### config.mk
export PLATFORM = sky130hd
export DESIGN_NAME = reg_writeback
export DESIGN_NICKNAME = d
export VERILOG_FILES = /design/src/rtl/reg_writeback_pkg.sv /design/src/rtl/reg_writeback_fifo.sv /design/src/rtl/reg_writeback.sv
export SDC_FILE = /design/constraint.sdc
export NUM_CORES = 1
export LEC_CHECK = 0
export ABC_AREA = 1
export ABC_CLOCK_PERIOD_IN_PS = 3700
export BUFFER_PORTS_ARGS = -buffer_cell sky130_fd_sc_hd__buf_2
export CAP_MARGIN = 20
export CORE_AREA = 4 4 146 148
export DETAILED_ROUTE_END_ITERATION = 10
export DIE_AREA = 0 0 150 152
export PLACE_DENSITY_LB_ADDON = 0.12
export SYNTH_ARGS = -nofsm -noshare
export SYNTH_HDL_FRONTEND = slang
export SYNTH_HIERARCHICAL = 1
export SYNTH_SLANG_ARGS = --single-unit
### constraint.sdc
create_clock -name clk -period 3.7 [get_ports clk]
set_clock_uncertainty 0.05 [all_clocks]
set_input_delay 0.37 -clock clk [delete_from_list [all_inputs] [get_ports clk]]
set_output_delay 0.37 -clock clk [all_outputs]
set_load 0.005 [all_outputs]
### src/rtl/reg_writeback_pkg.sv
// Shared widths and the writeback packet carried from execute/memory to the
// register file write port.
package reg_writeback_pkg;

    localparam int unsigned REG_ADDR_W = 5;
    localparam int unsigned XLEN       = 32;
    localparam int unsigned NUM_REGS   = 32;
    localparam int unsigned PKT_W      = REG_ADDR_W + XLEN;

    localparam logic [REG_ADDR_W-1:0] REG_ZERO = 5'd0;

    typedef struct packed {
        logic [REG_ADDR_W-1:0] rd;
        logic [XLEN-1:0]       data;
    } wb_pkt_t;

    // True when a write to rd would actually change architectural state.
    function automatic logic writes_reg(input logic [REG_ADDR_W-1:0] rd);
        return rd != REG_ZERO;
    endfunction

endpackage

### src/rtl/reg_writeback_fifo.sv
// Synchronous FIFO for load results that lost arbitration; push and pop may
// happen in the same cycle, and pushes into a full FIFO are ignored.
module wb_fifo
    import reg_writeback_pkg::*;
#(
    parameter int unsigned DEPTH = 2
) (
    input  logic             clk,
    input  logic             rst,
    input  logic             push,
    input  logic             pop,
    input  logic [PKT_W-1:0] din,
    output logic [PKT_W-1:0] dout,
    output logic             full,
    output logic             empty
);

    localparam int unsigned AW = (DEPTH > 1) ? $clog2(DEPTH) : 1;
    localparam int unsigned CW = $clog2(DEPTH + 1);

    logic [PKT_W-1:0] mem [DEPTH];
    logic [AW-1:0]    rd_ptr;
    logic [AW-1:0]    wr_ptr;
    logic [CW-1:0]    count;
    logic             do_push;
    logic             do_pop;

    assign full    = (count == CW'(DEPTH));
    assign empty   = (count == '0);
    assign do_push = push & ~full;
    assign do_pop  = pop & ~empty;
    assign dout    = mem[rd_ptr];

    // Storage carries no reset; only the pointers define validity.
    always_ff @(posedge clk) begin
        if (do_push) begin
            mem[wr_ptr] <= din;
        end
    end

    // DEPTH is a power of two, so pointers wrap by natural overflow.
    always_ff @(posedge clk) begin
        if (rst) begin
            rd_ptr <= '0;
            wr_ptr <= '0;
            count  <= '0;
        end else begin
            if (do_push) begin
                wr_ptr <= wr_ptr + AW'(1);
            end
            if (do_pop) begin
                rd_ptr <= rd_ptr + AW'(1);
            end
            case ({do_push, do_pop})
                2'b10:   count <= count + CW'(1);
                2'b01:   count <= count - CW'(1);
                default: count <= count;
            endcase
        end
    end

endmodule

### src/rtl/reg_writeback.sv
// Register-file writeback: merges ALU and load results onto the single write
// port, buffers losing loads, and tracks pending loads per register.
module reg_writeback
    import reg_writeback_pkg::*;
#(
    parameter int unsigned FIFO_DEPTH = 2,
    parameter int unsigned MAX_WAIT   = 4
) (
    input  logic                  clk,
    input  logic                  rst,
    input  logic                  issueValid,
    input  logic                  issueIsLoad,
    input  logic [REG_ADDR_W-1:0] issueRd,
    input  logic                  aluValid,
    input  logic [REG_ADDR_W-1:0] aluRd,
    input  logic [XLEN-1:0]       aluData,
    input  logic                  ldValid,
    input  logic [REG_ADDR_W-1:0] ldRd,
    input  logic [XLEN-1:0]       ldData,
    output logic                  ldReady,
    output logic                  wEn,
    output logic [REG_ADDR_W-1:0] addrD,
    output logic [XLEN-1:0]       dataD,
    output logic [NUM_REGS-1:0]   busy,
    output logic                  wbStall,
    output logic                  errWaw
);

    localparam int unsigned AGE_W = $clog2(MAX_WAIT + 1);

    wb_pkt_t             fifo_head;
    wb_pkt_t             ld_pkt;
    wb_pkt_t             sel_pkt;
    logic                fifo_full;
    logic                fifo_empty;
    logic                fifo_push;
    logic                fifo_pop;
    logic                bypass;
    logic                sel_valid;
    logic                sel_load;
    logic                waw_hit;
    logic [NUM_REGS-1:0] busy_d;
    logic [AGE_W-1:0]    age_q;
    logic [AGE_W-1:0]    age_d;

    assign ld_pkt  = '{rd: ldRd, data: ldData};
    assign ldReady = ~fifo_full;
    assign bypass  = ~aluValid & fifo_empty & ldValid;

    wb_fifo #(
        .DEPTH (FIFO_DEPTH)
    ) u_fifo (
        .clk   (clk),
        .rst   (rst),
        .push  (fifo_push),
        .pop   (fifo_pop),
        .din   (ld_pkt),
        .dout  (fifo_head),
        .full  (fifo_full),
        .empty (fifo_empty)
    );

    // Fixed-priority select: ALU, then oldest buffered load, then bypass.
    always_comb begin
        sel_valid = 1'b0;
        sel_load  = 1'b0;
        sel_pkt   = '0;
        fifo_pop  = 1'b0;
        if (aluValid) begin
            sel_valid = 1'b1;
            sel_pkt   = '{rd: aluRd, data: aluData};
        end else if (!fifo_empty) begin
            sel_valid = 1'b1;
            sel_load  = 1'b1;
            sel_pkt   = fifo_head;
            fifo_pop  = 1'b1;
        end else if (ldValid) begin
            sel_valid = 1'b1;
            sel_load  = 1'b1;
            sel_pkt   = ld_pkt;
        end
        fifo_push = ldValid & ldReady & ~bypass;
    end

    // Clear on load writeback first so a same-cycle re-issue keeps the bit set.
    always_comb begin
        busy_d = busy;
        if (sel_load && writes_reg(sel_pkt.rd)) begin
            busy_d[sel_pkt.rd] = 1'b0;
        end
        if (issueValid && issueIsLoad && writes_reg(issueRd)) begin
            busy_d[issueRd] = 1'b1;
        end
        busy_d[0] = 1'b0;
    end

    // Age counts cycles the head loses to the ALU, saturating at MAX_WAIT.
    always_comb begin
        age_d = age_q;
        if (fifo_empty || fifo_pop) begin
            age_d = '0;
        end else if (aluValid && (age_q < AGE_W'(MAX_WAIT))) begin
            age_d = age_q + AGE_W'(1);
        end
    end

    assign waw_hit = aluValid & writes_reg(aluRd) & busy[aluRd];

    always_ff @(posedge clk) begin
        if (rst) begin
            wEn     <= 1'b0;
            addrD   <= '0;
            dataD   <= '0;
            busy    <= '0;
            wbStall <= 1'b0;
            errWaw  <= 1'b0;
            age_q   <= '0;
        end else begin
            wEn <= sel_valid & writes_reg(sel_pkt.rd);
            if (sel_valid) begin
                addrD <= sel_pkt.rd;
                dataD <= sel_pkt.data;
            end
            busy    <= busy_d;
            wbStall <= (age_q >= AGE_W'(MAX_WAIT));
            if (waw_hit) begin
                errWaw <= 1'b1;
            end
            age_q <= age_d;
        end
    end

endmodule

; ---- Word-level counts from Yosys, hierarchy flattened
; Memory sizes are Yosys's and may differ from the RTL's. A register that Yosys moved wholly into a read port is not among the register bits.
; Cells that the tools add are included.
[classes]
addsub = 5
n_lt_le_gt_ge = 7
eq_ne = 3
muxes = 22
n_bitwise = 16
n_reduce_logical = 13
[op_table]
columns = operator, count
row1 = 37-bit 2-to-1 mux, 3
row2 = 32-bit 2-to-1 mux, 2
row3 = 32-bit bitwise AND, 1
row4 = 32-bit inverter, 1
row5 = 32-bit OR, 1
row6 = 5-bit by 6-bit less-than comparator with 1-bit output (second input constant), 3
row7 = 5-bit nonzero test, 3
row8 = 1-bit 2-to-1 mux, 13
row9 = 1-bit demux with 5-bit select, 2
row10 = 5-bit by 1-bit greater-or-equal comparator with 1-bit output (second input constant), 2
row11 = 1-bit bitwise AND, 9
row12 = 1-bit logical AND, 6
row13 = 1-bit binary-select mux with 5-bit select, 1
row14 = 2-bit == test (second input constant), 2
row15 = 1-bit inverter, 4
row16 = 2-bit one-hot mux with 2 select lines, 1
row17 = 3-bit by 1-bit adder with 3-bit output (second input constant), 1
row18 = 3-bit greater-or-equal comparator (second input constant), 1
row19 = 3-bit less-than comparator (second input constant), 1
row20 = 1-bit adder (second input constant), 2
row21 = 2-bit by 1-bit adder with 2-bit output (second input constant), 1
row22 = 2-bit by 1-bit == test with 1-bit output (second input constant), 1
row23 = 2-bit zero test, 1
row24 = 2-bit nonzero test, 1
row25 = 3 further kinds, 3
[totals]
regBits = 79
ramBits = 74
input_bits = 85
output_inout_bits = 73
memories = 1
[mem_list]
columns = memory, words, width, read_ports, rd_clocked_by_memory_dff, write_ports, line_no
row1 = u_fifo.mem, 2, 37, 1, 1, 1, reg_writeback_fifo.sv:21  ; logic [PKT_W-1:0] mem [DEPTH];

; ---- Logic depth before layout (Yosys ltp)
[logic_depth]
word_depth = 12
ltp_mapped = 13

; ---- Cells and area by module
; Netlist, hierarchy kept.
[modules_own_cells]
columns = module, instances, cells_per_inst, area_each_um2, seq_area_each_um2
row1 = reg_writeback, 1, 576, 3841.2, 1481.4
row2 = wb_fifo, 1, 155, 3067.9, 2322.2

; ---- Worst setup path before layout
; OpenSTA, ideal clock, no wires.
[synth_timing]
path_type = register to register
from = register u_fifo.count[0]
to = memory u_fifo/mem[0][0] (netlist bit), enable pin
setup_time_ns = 0.431
arrival_ns = 2.584
required_ns = 3.219
path_slack_ns = 0.635
path_stages_with_launch = 9
n_path_buf = 0
cell_sequence = dfxtp_1 -> nor2_1 -> inv_2 -> nor2_2 -> nor3_1 -> inv_1 -> nor2_1 -> inv_1 -> nor2_1
[synth_between]
elab_chain_len = 8
[synth_lines]
columns = element, line_no
row1 = start: declaration, reg_writeback_fifo.sv:24  ; logic [CW-1:0] count;
row2 = start signal: assignment, reg_writeback_fifo.sv:55  ; 2'b10: count <= count + CW'(1);
row3 = start signal: assignment, reg_writeback_fifo.sv:56  ; 2'b01: count <= count - CW'(1);
row4 = start signal: assignment, reg_writeback_fifo.sv:57  ; default: count <= count;
row5 = 2-bit zero test, reg_writeback_fifo.sv:29  ; assign empty = (count == '0);
row6 = via fifo_empty, reg_writeback.sv:35  ; logic fifo_empty;
row7 = 1-bit bitwise AND (2 in a row), reg_writeback.sv:48  ; assign bypass = ~aluValid & fifo_empty & ldValid;
row8 = 1-bit inverter, reg_writeback.sv:82  ; fifo_push = ldValid & ldReady & ~bypass;
row9 = 1-bit bitwise AND, reg_writeback.sv:82
row10 = via fifo_push, reg_writeback.sv:36  ; logic fifo_push;
row11 = 1-bit bitwise AND, reg_writeback_fifo.sv:30  ; assign do_push = push & ~full;
row12 = 1-bit 2-to-1 mux, reg_writeback_fifo.sv:36  ; if (do_push) begin
row13 = 1-bit 2-to-1 mux (implied by the code), reg_writeback_fifo.sv:37  ; mem[wr_ptr] <= din;
row14 = end: declaration, reg_writeback_fifo.sv:21
; The timed path passes the listed nets, and every way through them passes these cells.

; ---- Worst setup path after layout
[layout_timing]
from = register u_fifo.count[0]
to = register dataD[5]
[layout_between]
elab_chain_len = 3
[layout_lines]
columns = element, line_no
row1 = 2-bit zero test (*), reg_writeback_fifo.sv:29
row2 = via fifo_empty, reg_writeback.sv:35
row3 = 37-bit 2-to-1 mux or 1-bit 2-to-1 mux (tied branches), reg_writeback.sv:72  ; end else if (!fifo_empty) begin
row4 = 37-bit 2-to-1 mux or 1-bit 2-to-1 mux (tied branches), reg_writeback.sv:69  ; if (aluValid) begin
row5 = end signal: assignment, reg_writeback.sv:122  ; dataD <= sel_pkt.data;
row6 = end: declaration, reg_writeback.sv:23  ; output logic [XLEN-1:0] dataD,
; Mark *: on every way through the listed nets, which the timed path passes. The rest lies on a longest branch.
; A chain may end at the register's enable or synchronous reset.

==> out/summary.txt <==
Crit Path Max Fanout: 21
CP Class: register to register
Clock Tree Buf Depth: 2
Slew margin rel.: 35.6%
Clk Latency, worst-skew pair: 0.42 ns
Top Metal Used: met4
Worst slew pin tran: 0.965 ns
CP Cell Sequence: nor2_1 > inv_2 > nor2_2 > nand2_2 > inv_1 > buf_4 > nand2_1 > a41oi_1
Gate Count Post-Synth: 731
Arr. time, crit path: 2.70 ns
Largest net degree at the start of global routing: 57
DRT iter0 DRCs: 348
Postcts setup bufs: 0
Antenna viol nets, final: 0
Ports: 158
DPL Wire Length: 13,400 um
Antenna violations before repair: 0
Mapped Area: 6910 sq um
R2R setup slack: 1.29 ns
Synth cell types: 34
Drt drc: 0
Leak pwr: 3.52 nW
RSZ-0062 raised after global routing: false
Met3 WL: 922 um
Layout Nets: 971
Main synth FF type: dfxtp_1
First-pass GRT wire length: 30,400 um
Setup crit end kind: register
Die height: 152 um
Worst EP required: 3.99 ns
Antenna cell count: 0
Synth async-reset ratio: 0%
Final hold vios: 0
# rows: 52
Syn Area/Cell: 9.45 sq um
CTS H-tree depth: 4
Clk sinks: 153
Register area: 3800 sq um
Vias per cell: 4.73
Syn Nets: 819
Port bufs: 156
Via count: 5,512
Die Wd: 150 um
Multi-input logic area: 2660 sq um
# setup viols final: 0
VDD IR-drop max: 0.272 mV
Clock buffer count from CTS: 17
Area Growth Syn to Fin: 22.1%
Sequential fraction of the synthesis area: 55.1%
GR Overflow Total: 0
Vias in the first global route: 5,520
Slew Viols, Final: 0
CTS tree: built
Filler cell count: 2,062
Final cycle utilization of the critical path: 65.2%
Clk slew on worst S/H paths: 0.06 ns
Most frequent cells in the layout: 228 x nand2_1, 156 x buf_2, 78 x dfxtp_1, 74 x edfxtp_1, 64 x inv_1
Synth Warn #: 6
Initial core utilization: 34.5%
Crit path launch type: register
Core ar.: 20,000 sq um
GRT Util Overall: 17.1%
Synth Register Bits: 153
Setup TNS: 0 ns
Max stage delay on crit path: 0.59 ns
Die area: 22,800 sq um
Share of cells above drive strength 1: 27.7%
Max Freq: 414 MHz
CTS Root Cell: clkbuf_16
Drt total wl: 19,300 um
DR WL/cell: 16.5 um
EDFF count, synth: 74
Most common cell after layout, fill and taps aside: nand2_1
Hold Slack: 0.104 ns
Max-Cap Viols: 0
Metal1 wirelength: 9090 um
CTS resizes: 0
Power density cells: 506 nW/um^2
Gpl congestion: 0.802
Met2 Wirelength: 8920 um
Hold WC Path Type: primary input to register
Critical path's slowest cell: inv_1
Total iterations of the first detailed-routing run: 5
Crit path time final: 2.41 ns
Outcome: completed
Hold_buf cts: 0
[worst max-delay path, delay by kind of cell (launching register included)]
| family | cells | cell delay (ns) |
|---|---|---|
| buffers and inverters | 3 | 1.04 |
| AND/OR/NAND/NOR | 4 | 0.73 |
| flip-flops | 1 | 0.34 |
| AO/OA/AOI/OAI | 1 | 0.17 |
[cell families after synthesis]
kind of cell / share of synthesized area (%)
fa+ha+maj: 0.543
buf+inv: 6.54
mux: 7.66
flops: 55.1
other cells: 0.0543
compound gates: 11.3
simple gates: 18.9
[registers in the layout, indices dropped and copies added (netlist names), named ones only]
register and cells:
u_fifo/mem 74, dataD 32, busy 31, addrD 5, age_q 3, u_fifo/count 2
errWaw 1, u_fifo/rd_ptr 1, u_fifo/wr_ptr 1, wEn 1, wbStall 1
[path summary, 6_finish.rpt]
path	end	cells after the start	start
max	dataD[5]	8	u_fifo/count[0]
min	u_fifo/mem[0][3]	1	ldData[3]
min reg2reg	wbStall	2	age_q[2]
max reg2reg	dataD[5]	8	u_fifo/count[0]
[metal layers]
metal | vias to the layer above | global-route usage [%]
li1 | 2794 | -
met1 | 2558 | 23.5
met5 | - | 0
met3 | 21 | 3.10
met2 | 139 | 27.2
met4 | 0 | 5.71
[stage by stage]
step	area [sq um]	std cells	setup slack [ns]	power, W	utilization, %
finish	8440	1166	1.29	0.00427	42.1
global route	8440	1166	0.992	0.00449	42.1
CTS	8440	1166	1.27	0.00433	42.1
detailed placement	7900	1134	1.29	0.00271	39.4
global placement	7900	1134	1.31	0.00271	39.4
floorplan	6910	731	0.635	0.00246	-
[Yosys cell counts (3+ instances only)]
cell | n | area (sq um)
edfxtp_1 | 74 | 2220
clkbuf_1 | 13 | 48.8
inv_2 | 4 | 15.0
a21oi_1 | 37 | 185
mux2_2 | 7 | 78.8
inv_1 | 64 | 240
nand3_1 | 29 | 145
o211ai_1 | 3 | 22.5
buf_12 | 3 | 60.1
a41oi_1 | 32 | 280
nor2_1 | 28 | 105
nand3_2 | 3 | 30.0
dfxtp_1 | 79 | 1580
nor2_4 | 3 | 33.8
nor3_1 | 5 | 25.0
nand2_2 | 5 | 31.3
nand4_1 | 5 | 31.3
nand2_1 | 228 | 856
buf_4 | 3 | 22.5
buf_2 | 10 | 50.1
o21ai_1 | 34 | 170
ha_1 | 3 | 37.5
mux2_4 | 30 | 450
o21ai_0 | 15 | 75.1
[where the power goes]
part | switching, W | leakage, nW | internal (W) | total, W
Clock | 0.000666 | 0.256 | 0.000940 | 0.00161
Combinational | 0.000425 | 1.93 | 0.000260 | 0.000684
Sequential | 0.0000537 | 1.33 | 0.00193 | 0.00198
[area by class of cell]
cell class | count | area share [%]
Timing Repair Buffer | 164 | 9.96
Tap cell | 270 | 4.00
Inverter | 68 | 3.02
Multi-Input combinational cell | 479 | 31.5
Clock inverter | 8 | 0.905
Clock buffer | 24 | 5.47
Sequential cell | 153 | 45.1
(Power assumes the default switching activity.)
